**config.mk**
```make
export PLATFORM = sky130hd
export DESIGN_NAME = alu_rf_flat
export DESIGN_NICKNAME = d
export VERILOG_FILES = /design/src/rtl/alu_rf_if.sv /design/src/rtl/alu_rf.sv /design/src/flat_wrapper.sv
export SDC_FILE = /design/constraint.sdc
export NUM_CORES = 1
export LEC_CHECK = 0
export ABC_AREA = 1
export CORE_MARGIN = 2
export CORE_UTILIZATION = 38
export CTS_BUF_LIST = sky130_fd_sc_hd__clkbuf_4 sky130_fd_sc_hd__clkbuf_8
export DETAILED_ROUTE_END_ITERATION = 8
export SYNTH_ARGS = -nofsm -noshare
export SYNTH_HDL_FRONTEND = slang
export SYNTH_SLANG_ARGS = --single-unit
```
**constraint.sdc**
```tcl
create_clock -name clk -period 2.8 [get_ports clk]
set_clock_uncertainty 0.1 [all_clocks]
set_input_delay 0.42 -clock clk [delete_from_list [all_inputs] [get_ports clk]]
set_output_delay 0.42 -clock clk [all_outputs]
set_load 0.1 [all_outputs]
```
**src/rtl/alu_rf_if.sv**
```systemverilog
`default_nettype none
// ============================================================================
//  Module      : alu_rf_if
//  Description : Register-file and ALU signal bundle for the alu_rf core.
//  Revision    : 1.0 - initial release
// ============================================================================
interface alu_rf_if;
    logic        write;
    logic [1:0]  addr1;
    logic [1:0]  addr2;
    logic [1:0]  addr3;
    logic [15:0] data3;
    logic [15:0] data1;
    logic [15:0] data2;
    logic [15:0] A;
    logic [15:0] B;
    logic [3:0]  opcode;
    logic [5:0]  func;
    logic [15:0] C;
    logic        zero;

    modport master (
        output write, addr1, addr2, addr3, data3, A, B, opcode, func,
        input  data1, data2, C, zero
    );

    modport slave (
        input  write, addr1, addr2, addr3, data3, A, B, opcode, func,
        output data1, data2, C, zero
    );
endinterface
`default_nettype wire

```
**src/rtl/alu_rf.sv**
```systemverilog
`default_nettype none
// ============================================================================
//  Module      : alu_rf
//  Description : 4 x 16-bit register file plus combinational 16-bit ALU.
//                Define ALU_RF_BYPASS_EN for write-to-read forwarding.
//  Revision    : 1.0 - initial release
// ============================================================================
module alu_rf (
    input  wire logic clk,
    input  wire logic reset_n,
    alu_rf_if.slave   bus
);
    localparam logic [3:0] c_op_bne   = 4'd0;
    localparam logic [3:0] c_op_beq   = 4'd1;
    localparam logic [3:0] c_op_bgz   = 4'd2;
    localparam logic [3:0] c_op_blz   = 4'd3;
    localparam logic [3:0] c_op_ori   = 4'd5;
    localparam logic [3:0] c_op_lhi   = 4'd6;
    localparam logic [3:0] c_op_rtype = 4'd15;

    localparam logic [5:0] c_fn_add = 6'd0;
    localparam logic [5:0] c_fn_sub = 6'd1;
    localparam logic [5:0] c_fn_and = 6'd2;
    localparam logic [5:0] c_fn_orr = 6'd3;
    localparam logic [5:0] c_fn_not = 6'd4;
    localparam logic [5:0] c_fn_tcp = 6'd5;
    localparam logic [5:0] c_fn_shl = 6'd6;
    localparam logic [5:0] c_fn_shr = 6'd7;

    logic [15:0] r_regs [4];
    logic [15:0] w_c;
    logic        w_zero;

    // reset_n is active-high despite its name; reset wins over a pending write
    always_ff @(posedge clk) begin
        if (reset_n) begin
            for (int i = 0; i < 4; i++) begin
                r_regs[i] <= 16'h0000;
            end
        end else if (bus.write) begin
            r_regs[bus.addr3] <= bus.data3;
        end
    end

`ifdef ALU_RF_BYPASS_EN
    logic w_wr_live;
    assign w_wr_live = bus.write && !reset_n;
    assign bus.data1 = (w_wr_live && (bus.addr1 == bus.addr3)) ? bus.data3 : r_regs[bus.addr1];
    assign bus.data2 = (w_wr_live && (bus.addr2 == bus.addr3)) ? bus.data3 : r_regs[bus.addr2];
`else
    assign bus.data1 = r_regs[bus.addr1];
    assign bus.data2 = r_regs[bus.addr2];
`endif

    always_comb begin
        w_c = bus.A + bus.B;
        case (bus.opcode)
            c_op_ori: w_c = bus.A | {8'h00, bus.B[7:0]};
            c_op_lhi: w_c = {bus.B[7:0], 8'h00};
            c_op_rtype: begin
                case (bus.func)
                    c_fn_add: w_c = bus.A + bus.B;
                    c_fn_sub: w_c = bus.A - bus.B;
                    c_fn_and: w_c = bus.A & bus.B;
                    c_fn_orr: w_c = bus.A | bus.B;
                    c_fn_not: w_c = ~bus.A;
                    c_fn_tcp: w_c = ~bus.A + 16'd1;
                    c_fn_shl: w_c = {bus.A[14:0], 1'b0};
                    c_fn_shr: w_c = {bus.A[15], bus.A[15:1]};
                    default:  w_c = bus.A;
                endcase
            end
            default: w_c = bus.A + bus.B;
        endcase
    end

    // Branch opcodes compare operands directly; everything else flags a zero result
    always_comb begin
        case (bus.opcode)
            c_op_bne: w_zero = (bus.A != bus.B);
            c_op_beq: w_zero = (bus.A == bus.B);
            c_op_bgz: w_zero = !bus.A[15] && (bus.A != 16'h0000);
            c_op_blz: w_zero = bus.A[15];
            default:  w_zero = (w_c == 16'h0000);
        endcase
    end

    assign bus.C    = w_c;
    assign bus.zero = w_zero;
endmodule
`default_nettype wire

```
**src/flat_wrapper.sv**
```systemverilog
// flat-port wrapper written by rule: the top's interface ports become plain ports
module alu_rf_flat 
  (clk, reset_n, bus_write, bus_addr1, bus_addr2, bus_addr3, bus_data3, bus_A, bus_B, bus_opcode, bus_func, bus_data1, bus_data2, bus_C, bus_zero);
  alu_rf_if bus_i ();
  input  wire logic clk;
  input  wire logic reset_n;
  input wire logic [$bits(bus_i.write)-1:0] bus_write;
  input wire logic [$bits(bus_i.addr1)-1:0] bus_addr1;
  input wire logic [$bits(bus_i.addr2)-1:0] bus_addr2;
  input wire logic [$bits(bus_i.addr3)-1:0] bus_addr3;
  input wire logic [$bits(bus_i.data3)-1:0] bus_data3;
  input wire logic [$bits(bus_i.A)-1:0] bus_A;
  input wire logic [$bits(bus_i.B)-1:0] bus_B;
  input wire logic [$bits(bus_i.opcode)-1:0] bus_opcode;
  input wire logic [$bits(bus_i.func)-1:0] bus_func;
  output wire logic [$bits(bus_i.data1)-1:0] bus_data1;
  output wire logic [$bits(bus_i.data2)-1:0] bus_data2;
  output wire logic [$bits(bus_i.C)-1:0] bus_C;
  output wire logic [$bits(bus_i.zero)-1:0] bus_zero;
  assign bus_i.write = bus_write;
  assign bus_i.addr1 = bus_addr1;
  assign bus_i.addr2 = bus_addr2;
  assign bus_i.addr3 = bus_addr3;
  assign bus_i.data3 = bus_data3;
  assign bus_i.A = bus_A;
  assign bus_i.B = bus_B;
  assign bus_i.opcode = bus_opcode;
  assign bus_i.func = bus_func;
  assign bus_data1 = bus_i.data1;
  assign bus_data2 = bus_i.data2;
  assign bus_C = bus_i.C;
  assign bus_zero = bus_i.zero;
  alu_rf u_core (.clk(clk), .reset_n(reset_n), .bus(bus_i));
endmodule
```
* After elaboration in Yosys (flattened, before gate mapping)
Memories as Yosys holds them, arrays and structs flattened. Index checks and enable logic that the tools add are counted. Widths: inputs -> output; s select.
Word-level totals: logic and storage cells 41, input bits 67, memories 1, RAM bits 64, bits in registers 0, output and inout port bits 49
Operators by class: mux-type cells 11, $add $sub $neg 3, bitwise gates (word level) 4, equality and inequality tests 15, reduce and logical (&&, ||, !) cells 7
Memory list:
- u_core.r_regs | words 4, bits a word 16, rd ports 2, clocked after Yosys merged registers in 0, write ports 4, line alu_rf.sv:30 | logic [15:0] r_regs [4];
Operators with widths (number):
- $pmux 16 s8 | 1
- $pmux 16 s3 | 1
- $eq 6x3->1 const B | 4
- $add 16x1->16 const B | 1
- $add 16x16->16 | 1
- $and 16x16->16 | 1
- $eq 16x16->1 | 1
- $logic_not 16->1 | 1
- $mux 16 | 1
- $ne 16x16->1 | 1
- $not 16->16 | 1
- $or 16x16->16 | 1
- $or 16x8->16 | 1
- $reduce_bool 16->1 | 1
- $reduce_or 16->1 | 1
- $sub 16x16->16 | 1
- $eq 6x2->1 const B | 2
- $eq 4x2->1 const B | 2
- $eq 4x3->1 const B | 2
- $eq 6x1->1 const B | 1
- $logic_not 6->1 | 1
- $mux 1 | 6
- $eq 4x1->1 const B | 1
- $eq 4x4->1 const B | 1
- other kinds (5) | 5

* Depth between registers and ports, before layout
depth after elaboration 6, gate-level depth with buffers 22, mapped depth without buffers 21

* Worst setup path after synthesis
Ideal clock, no wire load.
path type input port to output port, start input port bus_A[0], end output port bus_zero, data required time 2.280 ns, cell stages on the path 17, path buffers 0, slack -1.349 ns, arrival 3.629 ns, cell sequence inv_1 -> ha_1 -> inv_1 -> fa_1 -> nand2_1 -> nand2_1 -> nand2_1 -> nand3_1 -> nand3_1 -> nand2_1 -> nand2_1 -> nand3_1 -> nor2_1 -> nand3_1 -> nor2_1 -> nand2_1 -> nand2_1
Between the ends: longest elaborated chain between the ends 6, elaborated cells between the ends (all ways) 15, those cells by class add/sub (3); eq/ne (2); mux (3); bitwise (4); reduce/logical (3)
RTL lines:
- start, declared | line flat_wrapper.sv:12 | input wire logic [$bits(bus_i.A)-1:0] bus_A;
- $not 16->16 | line alu_rf.sv:67 | c_fn_tcp: w_c = ~bus.A + 16'd1;
- $add 16x1->16 | line alu_rf.sv:67
- $pmux 16 s8 | line alu_rf.sv:61 | case (bus.func)
- $pmux 16 s3 * | line alu_rf.sv:57 | case (bus.opcode)
- net bus_C[8] | line flat_wrapper.sv:18 | output wire logic [$bits(bus_i.C)-1:0] bus_C;
- $logic_not 16->1 * | line alu_rf.sv:84 | default: w_zero = (w_c == 16'h0000);
- $pmux 1 s4 * | line alu_rf.sv:79 | case (bus.opcode)
- end, declared | line flat_wrapper.sv:19 | output wire logic [$bits(bus_i.zero)-1:0] bus_zero;
Mark *: on every way through the listed nets, which the timed path passes. The rest lies on a longest branch.

* Final worst setup path
start input port bus_A[0], end output port bus_zero
Between the ends: longest elaborated chain between the ends 6, elaborated cells between the ends (all ways) 15, those cells by class add/sub (3); eq/ne (2); mux (3); bitwise (4); reduce/logical (3)
RTL lines (line):
- $not 16->16 | alu_rf.sv:66, alu_rf.sv:67
- $add 16x1->16 | alu_rf.sv:67
- $pmux 16 s8 | alu_rf.sv:61
- $pmux 16 s3 | alu_rf.sv:57
- $logic_not 16->1 | alu_rf.sv:84
- $pmux 1 s4 * | alu_rf.sv:79
Mark *: on every way between the ends. The rest lies on a longest branch, timed or not.

==> flow_summary.ini <==
[sta]
hold_viol = 0
holdWs_ns = 0.674
report.final.slew_viol_count = 0
tightest_slew_ns = 0.489
post-route-period-util_pct = 116
max_freq_ghz = 0.309
slew_headroom_pct = 67.3
rsz0062_at_grt = true
final.setup.worst_slack_ns = -0.438
finalSetupTns_ns = -1.49
setup_violations = 9
min_period_ns = 3.24

[floorplan]
die_w_um = 142
die_height_um = 142
die_area_mm2 = 0.0202
start_util_pct = 38.7
core_region_area_mm2 = 0.0187
rows = 50
pin_count = 116

[synthesis]
syn_avg_cell_area_um2 = 6.11
yosys.area.top_type_share_pct = 26.5
synth_top_area_cell = edfxtp_1
synth_warnings = 0
syn-instance-count = 1187
synth_commonest_cells = nand2_1 (283), nor2_1 (220), inv_1 (158)
ys.flop_type = edfxtp_1
yosysSeqAreaShare_pct = 26.5
synthTopCellsByArea = edfxtp_1 (27%), nand2_1 (15%), nor2_1 (11%)
synth_seq_cells = 64
ys_types = 36
syn-num-nets = 1305
async_flop_share_pct = 0
synth_edf_count = 64
syn_area_mm2 = 0.00725
yosysMostFrequentCell = nand2_1

[route]
routedWlPerCell_um = 17.7
vias_per_cell = 5.39
drt_iter0_markers = 722
drc_errors = 0
wl_um = 31800
ant_nets = 0
dr_total_vias = 9682
dr.pass1.iters = 5

[min_path]
hold-path-endpoint = u_core.r_regs[1][8]
hold_path_class = in2reg
min-delay-start = bus_data3[8]
hold_path_depth = 3

[cells_and_area]
area_delta_synth_final_pct = 81.3
final-instance-count-excl-fill = 1796
multi_input_area_mm2 = 0.00608
reg_top3 = u_core.r_regs x64
largest_reg_flops = 64
drive_gt1_share_pct = 46.4
regArea_mm2 = 0.00192
fin_util_pct = 70.2
num_antenna_cells = 0
fillers = 1512
nets = 1676
largest-register = u_core.r_regs

[clocking]
cts.path.max_buffers = 2
cts_tree = built
postCtsHoldBufs = 0
cts_buffers = 9
root_buffer = clkbuf_8
h-tree-depth = 3
clkSinkCount = 64
path_clk_slew_ns = 0.07

[job]
cap_violations = 0

[grt]
grt_usage_pct = 30.9
grt_max_degree = 33
antenna_found_initial = 0
grt_pass1_vias = 9295
grt_pass1_wl_um = 48900
grt_overflow = 0

[critical_path]
crit_family = simple AND/OR/NAND/NOR gates
cp.required_ns = 2.28
crit_slowest_cell = fa_2
critPathCaptureType = output port
cp.arrival_ns = 2.72
cp_num_buf_inv = 4
critical_path.startpoint_type = input port
worstPathMaxFanout = 3
path_common_cell = nand2_1
path_class = in2out
max_stage_delay_ns = 0.42
worstPathCellList = buf_8, clkinvlp_4, ha_4, inv_4, fa_2, xnor2_1, nand2_1, nand2_1, nor2_1, nand3_1, nand2_1, nand2_1, nand2_2, nand3_4, nor2_4, nand3_2, nor2_2, nand2_2, nand2_8, buf_12

[pwr]
p_leak_nw = 6.12
p_per_area_mw_per_mm2 = 383
vdd_drop_max_uv = 324

[placed_design]
dp_slack_ns = -1.06
port_buffers = 115
routabilityCongestion = 0.976
place_inst = 1742
dpl.hpwl_um = 23500

[status]
violations = negative setup slack
outcome = finished with violations
## cells in the final DEF, fill, tap and decap left out, types with 28 or more instances in the layout
cell type,instances
buf_12,57
nand3_1,65
nor2_1,181
nor2_2,28
nand2_1,200
o22ai_2,28
o21ai_0,89
nand2_2,69
buf_6,54
inv_1,96
edfxtp_1,64
inv_2,41
a21oi_1,32
nand3_2,29
buf_4,231
## logic make-up after synthesis
family / after synthesis / synth area share [%]
DFF: 64 / 26.5
buffers and inverters: 198 / 10.7
xor gates and xnor gates: 4 / 0.483
adders and majority gates: 51 / 9.01
and+or+nand+nor: 670 / 38.5
AOI/OAI and AO/OA: 200 / 14.8
## tightest hold or removal path, cell delays in order
cell             delay, ns
clkdlybuf4s50_1       0.39
inv_1                 0.10
nor2_1                0.05
## repair_timing
action                                 in CTS  in global routing
pin swaps                                 123                 92
endpoints found under the hold margin       0                  0
resized for setup                         451                132
gates cloned                                0                  0
setup endpoints to repair                  17                 15
setup buffers                              31                 16
## per-layer routing
layer	up-vias	GRT usage, %	share of wire [%]
met1	4525	42.3	42
met4	0	10.2	3.5
li1	4631	-	-
met2	448	51.3	47
met5	-	0	0
met3	78	3.10	6.8
## where the power goes
| group | switching (mW) | internal [mW] |
|---|---|---|
| Clock | 0.350 | 0.499 |
| Sequential | 0.0331 | 1.13 |
| Combinational | 1.81 | 1.20 |
| Total | 2.20 | 2.83 |
## metrics by stage
stage | power (mW) | cell area, µm²
after floorplan | 2.61 | 7550
after global placement | 3.76 | 11200
after CTS | 4.88 | 12700
after global routing | 5.22 | 13100
final | 5.03 | 13100
after detailed placement | 3.77 | 11200
## worst max-delay path by stage
stage,from,end,slack [ns],cells past startpoint
after global routing,bus_A[0],bus_zero,-0.50,20
after global placement,bus_A[0],bus_zero,-1.02,17
final,bus_A[0],bus_zero,-0.44,20
after detailed placement,bus_A[4],bus_zero,-1.06,16
after floorplan,bus_A[4],bus_zero,-0.33,15
after CTS,bus_A[0],bus_zero,-0.41,20
## area by class of cell
| type | count | share of cell area (%) |
|---|---|---|
| Multi-Input combinational cell | 925 | 46.3 |
| Timing Repair Buffer | 394 | 30.1 |
| Sequential cell | 64 | 14.6 |
| Inverter | 164 | 5.27 |
| Tap cell | 234 | 2.23 |
| Clock buffer | 10 | 1.00 |
| Clock inverter | 5 | 0.552 |
Note: power is estimated with default switching activity, not from simulation.
